--- config.mk ---
export PLATFORM = sky130hd
export DESIGN_NAME = pipe_stage_buf
export DESIGN_NICKNAME = d
export VERILOG_FILES = /design/src/rtl/pipe_stage_buf.sv
export SDC_FILE = /design/constraint.sdc
export NUM_CORES = 1
export LEC_CHECK = 0
export ABC_AREA = 0
export BUFFER_PORTS_ARGS = -buffer_cell sky130_fd_sc_hd__buf_2
export CORE_MARGIN = 5
export CORE_UTILIZATION = 35
export DETAILED_ROUTE_END_ITERATION = 7
export GPL_TIMING_DRIVEN = 1
export PLACE_DENSITY = 0.61
export SLEW_MARGIN = 30
export SYNTH_ARGS = -nofsm -noshare
export SYNTH_HDL_FRONTEND = slang
export SYNTH_SLANG_ARGS = --single-unit
--- constraint.sdc ---
create_clock -name clk -period 3.2 [get_ports clk]
set_clock_uncertainty 0.1 [all_clocks]
set_input_delay 0.16 -clock clk [delete_from_list [all_inputs] [get_ports clk]]
set_output_delay 0.16 -clock clk [all_outputs]
set_load 0.05 [all_outputs]
--- src/rtl/pipe_stage_buf.sv ---
// pipe_stage_buf: valid/ready pipeline stage register placed between CPU stages.
// It carries an opaque DATA_W-bit payload, supports flush, and counts stall cycles.
// Optional feature macro SKID_BUF_EN:
//   - defined: a two-entry skid buffer with a registered in_ready.
//   - undefined (default): a single register with a combinational in_ready.
// While out_valid is low, out_data shows the BUBBLE constant.
module pipe_stage_buf #(
  parameter int                DATA_W = 32,
  parameter logic [DATA_W-1:0] BUBBLE = '0,
  parameter int                CNT_W  = 16
) (
  input  logic              clk,
  input  logic              rst,
  input  logic              in_valid,
  output logic              in_ready,
  input  logic [DATA_W-1:0] in_data,
  output logic              out_valid,
  input  logic              out_ready,
  output logic [DATA_W-1:0] out_data,
  input  logic              flush,
  output logic [1:0]        occupancy,
  output logic [CNT_W-1:0]  stall_cnt
);

  // The stall counter saturates instead of wrapping, so a long stall never reads as a short one.
  function automatic logic [CNT_W-1:0] sat_inc(input logic [CNT_W-1:0] v);
    return (&v) ? v : v + 1'b1;
  endfunction

  logic              vld_p0;
  logic [DATA_W-1:0] data_p0;
  logic              push;
  logic              pop;

  assign push = in_valid & in_ready;
  assign pop  = vld_p0 & out_ready;

`ifdef SKID_BUF_EN
  logic              vld_p1;
  logic [DATA_W-1:0] data_p1;
  logic              rdy_q;
  logic              vld_p0_nxt;
  logic              vld_p1_nxt;
  logic              load_p0_in;
  logic              load_p0_skid;
  logic              load_p1;

  // Next-state steering: the skid entry refills main on a pop; otherwise new beats fill main first, then skid.
  always_comb begin
    vld_p0_nxt   = vld_p0;
    vld_p1_nxt   = vld_p1;
    load_p0_in   = 1'b0;
    load_p0_skid = 1'b0;
    load_p1      = 1'b0;
    if (pop) begin
      if (vld_p1) begin
        load_p0_skid = 1'b1;
        vld_p1_nxt   = push;
        load_p1      = push;
      end else if (push) begin
        load_p0_in = 1'b1;
      end else begin
        vld_p0_nxt = 1'b0;
      end
    end else if (push) begin
      if (!vld_p0) begin
        load_p0_in = 1'b1;
        vld_p0_nxt = 1'b1;
      end else begin
        load_p1    = 1'b1;
        vld_p1_nxt = 1'b1;
      end
    end
  end

  // Control state. in_ready is registered from next occupancy, so it has no path from out_ready.
  always_ff @(posedge clk) begin
    if (rst) begin
      vld_p0 <= 1'b0;
      vld_p1 <= 1'b0;
      rdy_q  <= 1'b1;
    end else if (flush) begin
      vld_p0 <= 1'b0;
      vld_p1 <= 1'b0;
      rdy_q  <= 1'b1;
    end else begin
      vld_p0 <= vld_p0_nxt;
      vld_p1 <= vld_p1_nxt;
      rdy_q  <= !(vld_p0_nxt & vld_p1_nxt);
    end
  end

  // Payload registers: no reset is needed, because the valid bits qualify them.
  always_ff @(posedge clk) begin
    if (load_p0_in) begin
      data_p0 <= in_data;
    end else if (load_p0_skid) begin
      data_p0 <= data_p1;
    end
    if (load_p1) begin
      data_p1 <= in_data;
    end
  end

  // rst masks the registered ready, so no beat is taken while the stage is held in reset.
  assign in_ready  = rdy_q & !rst;
  assign occupancy = {vld_p1, vld_p0 & !vld_p1};
`else
  assign in_ready  = !rst & (!vld_p0 | out_ready);
  assign occupancy = {1'b0, vld_p0};

  // Control state. A beat accepted in the same cycle as a pop replaces the old beat, so main stays full.
  always_ff @(posedge clk) begin
    if (rst) begin
      vld_p0 <= 1'b0;
    end else if (flush) begin
      vld_p0 <= 1'b0;
    end else if (push) begin
      vld_p0 <= 1'b1;
    end else if (pop) begin
      vld_p0 <= 1'b0;
    end
  end

  // Payload register: loaded on every accepted beat, and qualified by vld_p0.
  always_ff @(posedge clk) begin
    if (push) begin
      data_p0 <= in_data;
    end
  end
`endif

  // Stall counter: counts cycles where a beat is offered downstream but not taken. Only rst clears it.
  always_ff @(posedge clk) begin
    if (rst) begin
      stall_cnt <= '0;
    end else if (vld_p0 && !out_ready) begin
      stall_cnt <= sat_inc(stall_cnt);
    end
  end

  assign out_valid = vld_p0;
  assign out_data  = vld_p0 ? data_p0 : BUBBLE;

endmodule

== After elaboration in Yosys (flattened, before gate mapping) ==
Index checks and enable logic that the tools add are counted.
Word-level totals
  register bits after elaboration: 49
  input bits: 37
  output and inout bits: 52
  logic and storage cells: 20
Operators by class
  add/sub/neg operators: 1
  muxes and demuxes: 3
  bitwise operators: 5
  reduce and logical (&&, ||, !) cells: 8
Operators with widths (number)
  $mux 32: 1
  $add 16x1->16 const B: 1
  $reduce_and 16->1: 1
  $and 1x1->1: 3
  $logic_not 1->1: 3
  $mux 1: 2
  $reduce_and 2->1: 1
  $reduce_bool 2->1: 1
  $reduce_or 2->1: 1
  $logic_and 1x1->1: 1
  $not 1->1: 1
  $or 1x1->1: 1

== Depth between registers and ports, before layout ==
Gate-level depths: netlist of the first run.
  word-level depth: 5
  depth in mapped cells: 7
  mapped depth without buffers: 5

== Least setup slack after synthesis of the first run ==
OpenSTA, ideal clock, no wires.
  kind: flip-flop to flip-flop
  start: reg vld_p0, in the netlist out_valid
  end: reg data_p0[0] (enable)
  library setup time: 392 ps
  data arrival time: 1648 ps
  data required time: 2708 ps
  path slack: 1059 ps
  stages on the path, launching flop included: 3
  path buffers: 0
  clock period less this slack: 2141 ps
  cell sequence: dfxtp_1 > nand2b_1 > and3_1
On the way
  longest elaborated chain between the ends: 4
RTL lines
  start: declaration: line 30  | logic vld_p0;
  start signal: assignment: line 115  | vld_p0 <= 1'b0;
  start signal: assignment: line 117  | vld_p0 <= 1'b0;
  start signal: assignment: line 119  | vld_p0 <= 1'b1;
  $logic_not 1->1: line 109  | assign in_ready = !rst & (!vld_p0 | out_ready);
  $or 1x1->1: line 109
  $and 1x1->1: line 109
  $and 1x1->1: line 35  | assign push = in_valid & in_ready;
  via push: line 32  | logic push;
  end signal: assignment: line 128  | data_p0 <= in_data;
  end: declaration: line 31  | logic [DATA_W-1:0] data_p0;
The timed path passes the listed nets, and every way through them passes these cells.
A chain may end at the register's enable or synchronous reset.

== Worst setup path after layout of the first run ==
  start: reg stall_cnt[0]
  end: reg stall_cnt[6]
On the way
  longest elaborated chain between the ends: 3
  elaborated cells on any way between the ends: 4
  those cells by class: 1 x add/sub; 1 x bitwise; 2 x reduce/logical
RTL lines
  start: declaration: line 22  | output logic [CNT_W-1:0] stall_cnt
  start signal: assignment: line 138  | stall_cnt <= sat_inc(stall_cnt);
  branches (longest 3 deep; another with $add 16x1->16)
Several ways; the timed one is not identified.

==> impl_results.md, run 1 <==
- Status: finished, final reports clean
- Period utilisation layout: 71.0%
- Clock root cell: clkbuf_8
- Worst IR drop on VDD: 0.169 mV
- Buffers on Ports: 87
- Post-synth EDFFs: 32
- Pwr dens: 401 mW/mm²
- Seq/Total Area, Yosys: 61.1%
- H-tree depth: 2
- Async set-reset flop share out of synthesis: 0%
- Total GRT Usage: 13.8%
- Post-cts sizing count: 0
- Synth warn: 0
- Post-Synth Adder-Cell Area: 0.588%
- Fin crit period: 2.27 ns
- Top cell type's share of synthesized area: 45.1%
- XOR/XNOR Fraction of Synth Area: 0%
- Achievable Freq: 440 MHz
- Vias in the first global route: 1733
- Vias: 1751
- Seq cells post-synth: 49
- Cell area after synthesis: 0.00213 mm²
- CP Data Required Time: 3.30 ns
- Most frequent cell after synthesis: edfxtp_1
- CTS tree: yes
- Mux contribution to synthesized area: 0.999%
- Primary FF master, synth: edfxtp_1
- Mean Syn Cell Area: 12.2 µm²
- Routed Antenna Nets: 0
- DR WL/cell: 14.5 µm
- DR DRC count: 0
- Synth Area in Simple Gates: 24.2%
- RSZ-0062 raised after global routing: no
- Leakage: 1.28 nW
- Final hold viol count: 0
- Pin count of the biggest net entering global routing: 39
- Count of cell types in the netlist: 44
- Pins Over Slew Limit: 0
- Slew margin rel.: 53.9%
- Die Y: 88 µm
- Synth top area cells: edfxtp_1 45%, dfxtp_1 16%, and2_1 8.8%
- Commonest cells in the netlist: 32 x edfxtp_1, 30 x and2_1, 17 x dfxtp_1
- Antenna violations before repair: 0
- Max cap viols: 0
- Combinational family with the most area after synthesis: simple AND/OR/NAND/NOR gates
- Core Area: 0.00592 mm²
- Crit start category: register
- Synth Area in Compound Gates: 8.87%
- Fin cells: 371
- Die width: 88 µm
- Rows: 28
- Final RePlAce weighted congestion: 0.757
- Pre-antenna DRT Iters: 4
- Worst Path Max Fanout: 12
- IO Count: 89
- Crit Path Category: reg2reg
- Final HPWL DP: 3650 µm
- Worst-skew pair later-pin latency: 0.30 ns
- Critical path capture point type: register
- Synth-to-layout area growth: 41.8%
- Area leader, netlist: edfxtp_1
- Initial DRC Count: 62
- Setup violators final: 0
- TritonCTS Buffers: 5
- Finished Core Util: 51.0%
- Placed Cells incl. Taps: 330
- Starting Density: 36.0%
- Full die area: 0.00774 mm²
- Fraction of layout cells with a size suffix above 1: 35.8%
- Clk sinks: 49
- Final std cell area, no fill: 0.00302 mm²
- Worst Path Arrival: 2.37 ns
- Inserted Diodes: 0
- Final wirelength: 5360 µm
- Final net count: 333
- Clock slew at reported path FFs: 0.09 ns
- Type of the most critical hold path: in2reg
- First-pass GRT wire length: 8190 µm
- Post-Syn Instances: 175
- Buffers from clock root to sink, at most: 2
- Syn_nets: 213
- GRT overflow: 0
- Dpl cell area: 0.00260 mm²
- Worst-margin pin slew: 0.686 ns
- Vias/cell: 4.72
- Final setup TNS: 0 ns
cell families (layout without fill, tap and decap cells):
logic type	count (synthesis)	after routing
flip-flops	49	49
other	1	1
AO/OA/AOI/OAI	29	29
buffers and inverters	12	133
AND/OR/NAND/NOR	81	81
multiplexers	2	2
adder cells (fa/ha/maj)	1	1
layout make-up:
type | instances | area, µm²
Clock inverter | 2 | 15.0
Timing Repair Buffer | 123 | 788
Inverter | 2 | 7.51
Sequential cell | 49 | 1300
Fill cell | 533 | 2900
Tap cell | 75 | 93.8
Clock buffer | 6 | 72.6
Multi-Input combinational cell | 114 | 742
path summary, 6_finish.rpt:
check | startpoint | to | slack, ns | cells past startpoint
worst min register to register | stall_cnt[1] | stall_cnt[1] | 0.43 | 2
worst max-delay path | stall_cnt[0] | stall_cnt[6] | 0.93 | 6
worst max register to register | stall_cnt[0] | stall_cnt[6] | 0.93 | 6
worst min-delay path | in_valid | out_valid | 0.04 | 3
metrics by stage:
step / total power [W] / hold slack [ns] / worst slack, ns
6_report: 0.00121 / 0.0419 / 0.927
5_1_grt: 0.00126 / 0.0456 / 0.805
4_1_cts: 0.00123 / 0.0304 / 0.943
3_5_place_dp: 0.000832 / 0.226 / 0.952
3_3_place_gp: 0.000829 / 0.231 / 1.02
2_1_floorplan: 0.000792 / 0.137 / 1.06
layout by cell type (no fill, tap or decap), types with 4 or more instances in the layout:
cell,instances
dfxtp_1,17
or3_1,6
nor2_1,5
nand2_1,9
a21oi_1,10
and2_1,30
o21ai_0,5
clkbuf_8,5
edfxtp_1,32
buf_2,87
dlygate4sd3_1,33
nand4_1,4
state kept, by name (all words and copies together), names as in the netlist:
name / flops
out_valid: 1
stall_cnt: 16
data_p0: 32
report_power, final:
part	total, W	switching (W)	leakage (nW)	internal (W)
clock	0.000362	0.000208	0.0374	0.000154
sequential	0.000699	0.00000404	0.437	0.000694
combinational	0.000150	0.0000899	0.805	0.0000598
total	0.00121	0.000302	1.28	0.000909
metal layers:
metal	vias to the layer above	global-route usage (%)	share of wire [%]
met5	-	0	0
met4	0	4.18	0.50
met3	4	4.05	8.0
met2	66	23.8	49
met1	799	16.6	43
li1	882	-	-
worst max-delay path, cell delays in order, from the launching register on:
cell     delay [ns]
dfxtp_1        0.40
ha_1           0.22
nand4_1        0.15
nor4_2         0.65
buf_4          0.29
nor4_1         0.07
mux2_2         0.28
what timing repair did:
action / CTS / global route
buffers inserted: 0 / 0
hold endpoints to repair: 33 / 0
hold buffers: 33 / 0
(Power assumes the default switching activity.)
==> run 2, diff against run 1 <==
--- a/config.mk
+++ b/config.mk
@@ -5,7 +5,7 @@
 export SDC_FILE = /design/constraint.sdc
 export NUM_CORES = 1
 export LEC_CHECK = 0
-export ABC_AREA = 0
+export ABC_AREA = 1
 export BUFFER_PORTS_ARGS = -buffer_cell sky130_fd_sc_hd__buf_2
 export CORE_MARGIN = 5
 export CORE_UTILIZATION = 35
==> constraint.sdc (replaced) <==
create_clock -name clk -period 2.3 [get_ports clk]
set_clock_uncertainty 0.1 [all_clocks]
set_input_delay 0.115 -clock clk [delete_from_list [all_inputs] [get_ports clk]]
set_output_delay 0.115 -clock clk [all_outputs]
set_load 0.05 [all_outputs]
==> run 2 against run 1 <==
Register-to-register slack worse by 0.28 ns; sequential cell count unchanged; area after synthesis up 4.1%; power rose by 47%; via count is 17% higher; cell area up 5.4%; die area up 3.6%.
==> impl_results.md, run 2 <==
- Crit Path Category: reg2out
- DR DRC count: 0 (unchanged)
- Initial DRC Count: 66 (+6.5%)
- Most frequent cell after synthesis: nand2_1
- Pre-antenna DRT Iters: 4 (unchanged)
- Achievable Freq: 602 MHz
- First-pass GRT wire length: 8310 µm (+1.4%)
- Starting Density: 35.5% (-0.44 points)
- Setup ws final: 0.639 ns (-0.289 ns)
- Dpl cell area: 0.00273 mm² (+5.0%)
- Die width: 89.6 µm (+1.8%)
- Reg2reg end: data_p0[14]
- Vias: 2042 (+17%)
- Critical path capture point type: primary output
- Finished Core Util: 51.0% (about the same)
- GRT overflow: 0 (unchanged)
- # fillers: 593 (+11%)
- RSZ-0062 raised after global routing: no
- Fin crit period: 1.66 ns
- Most frequent cells in the layout: 87 x buf_2, 70 x nand2_1, 48 x inv_1, 45 x nor2_1, 34 x dlygate4sd3_1
- Synth warn: 0 (unchanged)
- Setup violators final: 0 (unchanged)
- CP Data Required Time: 2.09 ns (-1.21 ns)
- Worst IR drop on VDD: 0.282 mV (+67%)
- Clock root cell: clkbuf_8
- Final std cell area, no fill: 0.00318 mm² (+5.4%)
- Hold Crit Depth: 5 (+2)
- Routed Antenna Nets: 0 (unchanged)
- Post-cts sizing count: 0 (unchanged)
- Period utilisation layout: 72.2%
- Largest register FFs: 32 (unchanged)
- Clk sinks: 49 (unchanged)
- R2r setup slk: 0.65 ns (-0.28 ns)
- Buffers on Ports: 87 (unchanged)
- WHS: 0.255 ns (+0.213 ns)
- Worst Path Arrival: 1.45 ns (-0.92 ns)
- Total GRT Usage: 13.5% (-0.32 points)
- H-tree depth: 2 (unchanged)
- Final HPWL DP: 3860 µm (+5.9%)
- Full die area: 0.00803 mm² (+3.6%)
- Top reg by flops: data_p0
- Crit start category: register
- Final setup TNS: 0 ns (unchanged)
- Fraction of layout cells with a size suffix above 1: 26.2% (-9.7 points)
- Status: finished, final reports clean
- Vias in the first global route: 1933 (+12%)
- Final wirelength: 5350 µm (-0.28%)
- Core Area: 0.00624 mm² (+5.4%)
- Critical Path End: in_ready
- Inserted Diodes: 0 (unchanged)
- Final net count: 427 (+28%)
- Synth-to-layout area growth: 43.6%
- CTS tree: yes
- Final RePlAce weighted congestion: 0.826 (+9.1%)
- Buffers from clock root to sink, at most: 2 (unchanged)
- Async set-reset flop share out of synthesis: 0% (unchanged)
- Commonest cells in the netlist: 70 x nand2_1, 48 x inv_1, 45 x nor2_1
- TritonCTS Buffers: 5 (unchanged)
- Top cell type's share of synthesized area: 43.3% (-1.8 points)
- Area leader, netlist: edfxtp_1
- Type of the most critical hold path: in2reg
- Leading cell type in the layout, fill and taps excluded: buf_2
- Placement Setup Slack: 0.633 ns (-0.319 ns)
- Syn_nets: 306 (+44%)
- Worst-skew pair later-pin latency: 0.29 ns (about the same)
- Leakage: 1.65 nW (+29%)
- Primary FF master, synth: edfxtp_1
- IO Count: 89 (unchanged)
- Worst Path Max Fanout: 14 (+2)
- Pwr dens: 561 mW/mm² (+40%)
- Post-synth EDFFs: 32 (unchanged)
- Worst R2R Path Depth: 4 (-2)
- Mean Syn Cell Area: 8.27 µm² (-32%)
- Vias/cell: 4.37 (-7.4%)
- Antenna violations before repair: 0 (unchanged)
- Crit path from: out_valid
- Worst-margin pin slew: 0.539 ns (-0.147 ns)
- Pin count of the biggest net entering global routing: 35 (-10%)
- DR WL/cell: 11.4 µm (-21%)
- Rows: 29 (+3.6%)
- Seq/Total Area, Yosys: 58.7% (-2.4 points)
- Seq cells post-synth: 49 (unchanged)
- Post-Syn Instances: 268 (+53%)
- Cell area after synthesis: 0.00222 mm² (+4.1%)
- Count of cell types in the netlist: 21 (-52%)
- Max cap viols: 0 (unchanged)
- Synth top area cells: edfxtp_1 43%, dfxtp_1 15%, nand2_1 12%
- Pins Over Slew Limit: 0 (unchanged)
- Slew margin rel.: 64.0% (+10 points)
- Final hold viol count: 0 (unchanged)
- Clock slew at reported path FFs: 0.09 ns (about the same)
- Worst R2R Start: out_valid
- Die Y: 89.6 µm (+1.8%)
-- run 2: changes by cell type after synthesis, sizes merged, moves of 4 or more --
| cell | delta |
|---|---|
| inv | +46 |
| nand3 | +13 |
| nor2 | +42 |
| and2 | -31 |
| or3 | -6 |
| nand2 | +62 |
| nor3 | +4 |
| nor4 | -4 |
-- run 2: worst min path at each step --
| stage | slack (ns) | to | start |
|---|---|---|---|
| floorplan | 0.09 | out_valid | flush |
| global placement | 0.18 | out_valid | flush |
| detailed placement | 0.19 | out_valid | flush |
| CTS | 0.26 | stall_cnt[1] | out_ready |
| global route | 0.29 | stall_cnt[1] | out_ready |
| finish | 0.26 | stall_cnt[1] | out_ready |
-- run 2: cell families (layout without fill, tap and decap cells) --
| group | Yosys count | in the layout | synth area share, % |
|---|---|---|---|
| fa+ha+maj | 1 | 1 | 0.564 |
| buf+inv | 58 | 180 | 10.4 |
| flops | 49 | 49 | 58.7 |
| compound gates | 15 | 15 | 3.50 |
| other cells | 1 | 1 | 0.169 |
| simple gates | 144 | 144 | 26.7 |
-- run 2: worst max-delay path, cell delays in order, from the launching register on --
cell and delay [ns]:
dfxtp_1 0.32, nand2_2 0.22, inv_1 0.17, nor2_1 0.14, buf_2 0.29
-- run 2: what timing repair did --
action                    in CTS  in global routing
hold buffers                  34                  0
hold endpoints to repair      33                  0
buffers inserted               0                  0
-- run 2: per-layer routing --
layer	track usage, %	share of wire, %	vias to the layer above
met1	15.0	43	900
met4	4.06	1.2	0
li1	-	-	1072
met2	25.1	47	64
met3	3.19	8.9	6
met5	0	0	-
-- run 2: per-stage QoR --
| stage | instances | power (W) |
|---|---|---|
| after CTS | 467 | 0.00183 |
| after floorplan | 268 | 0.00111 |
| after detailed placement | 425 | 0.00117 |
| final | 467 | 0.00178 |
| after global placement | 425 | 0.00117 |
| after global routing | 467 | 0.00187 |
-- run 2: where the power goes --
| part | switching (W) | leakage (nW) | internal [W] |
|---|---|---|---|
| clock | 0.000271 | 0.0518 | 0.000320 |
| combinational | 0.000135 | 1.16 | 0.0000845 |
| sequential | 0.00000725 | 0.437 | 0.000967 |
-- run 2: cell type report --
class / instances / area [µm²] / area share [%]
Multi-Input combinational cell: 161 / 697 / 21.9
Clock buffer: 5 / 68.8 / 2.16
Tap cell: 77 / 96.3 / 3.03
Clock inverter: 3 / 41.3 / 1.30
Sequential cell: 49 / 1300 / 40.9
Inverter: 48 / 180 / 5.66
Timing Repair Buffer: 124 / 798 / 25.1
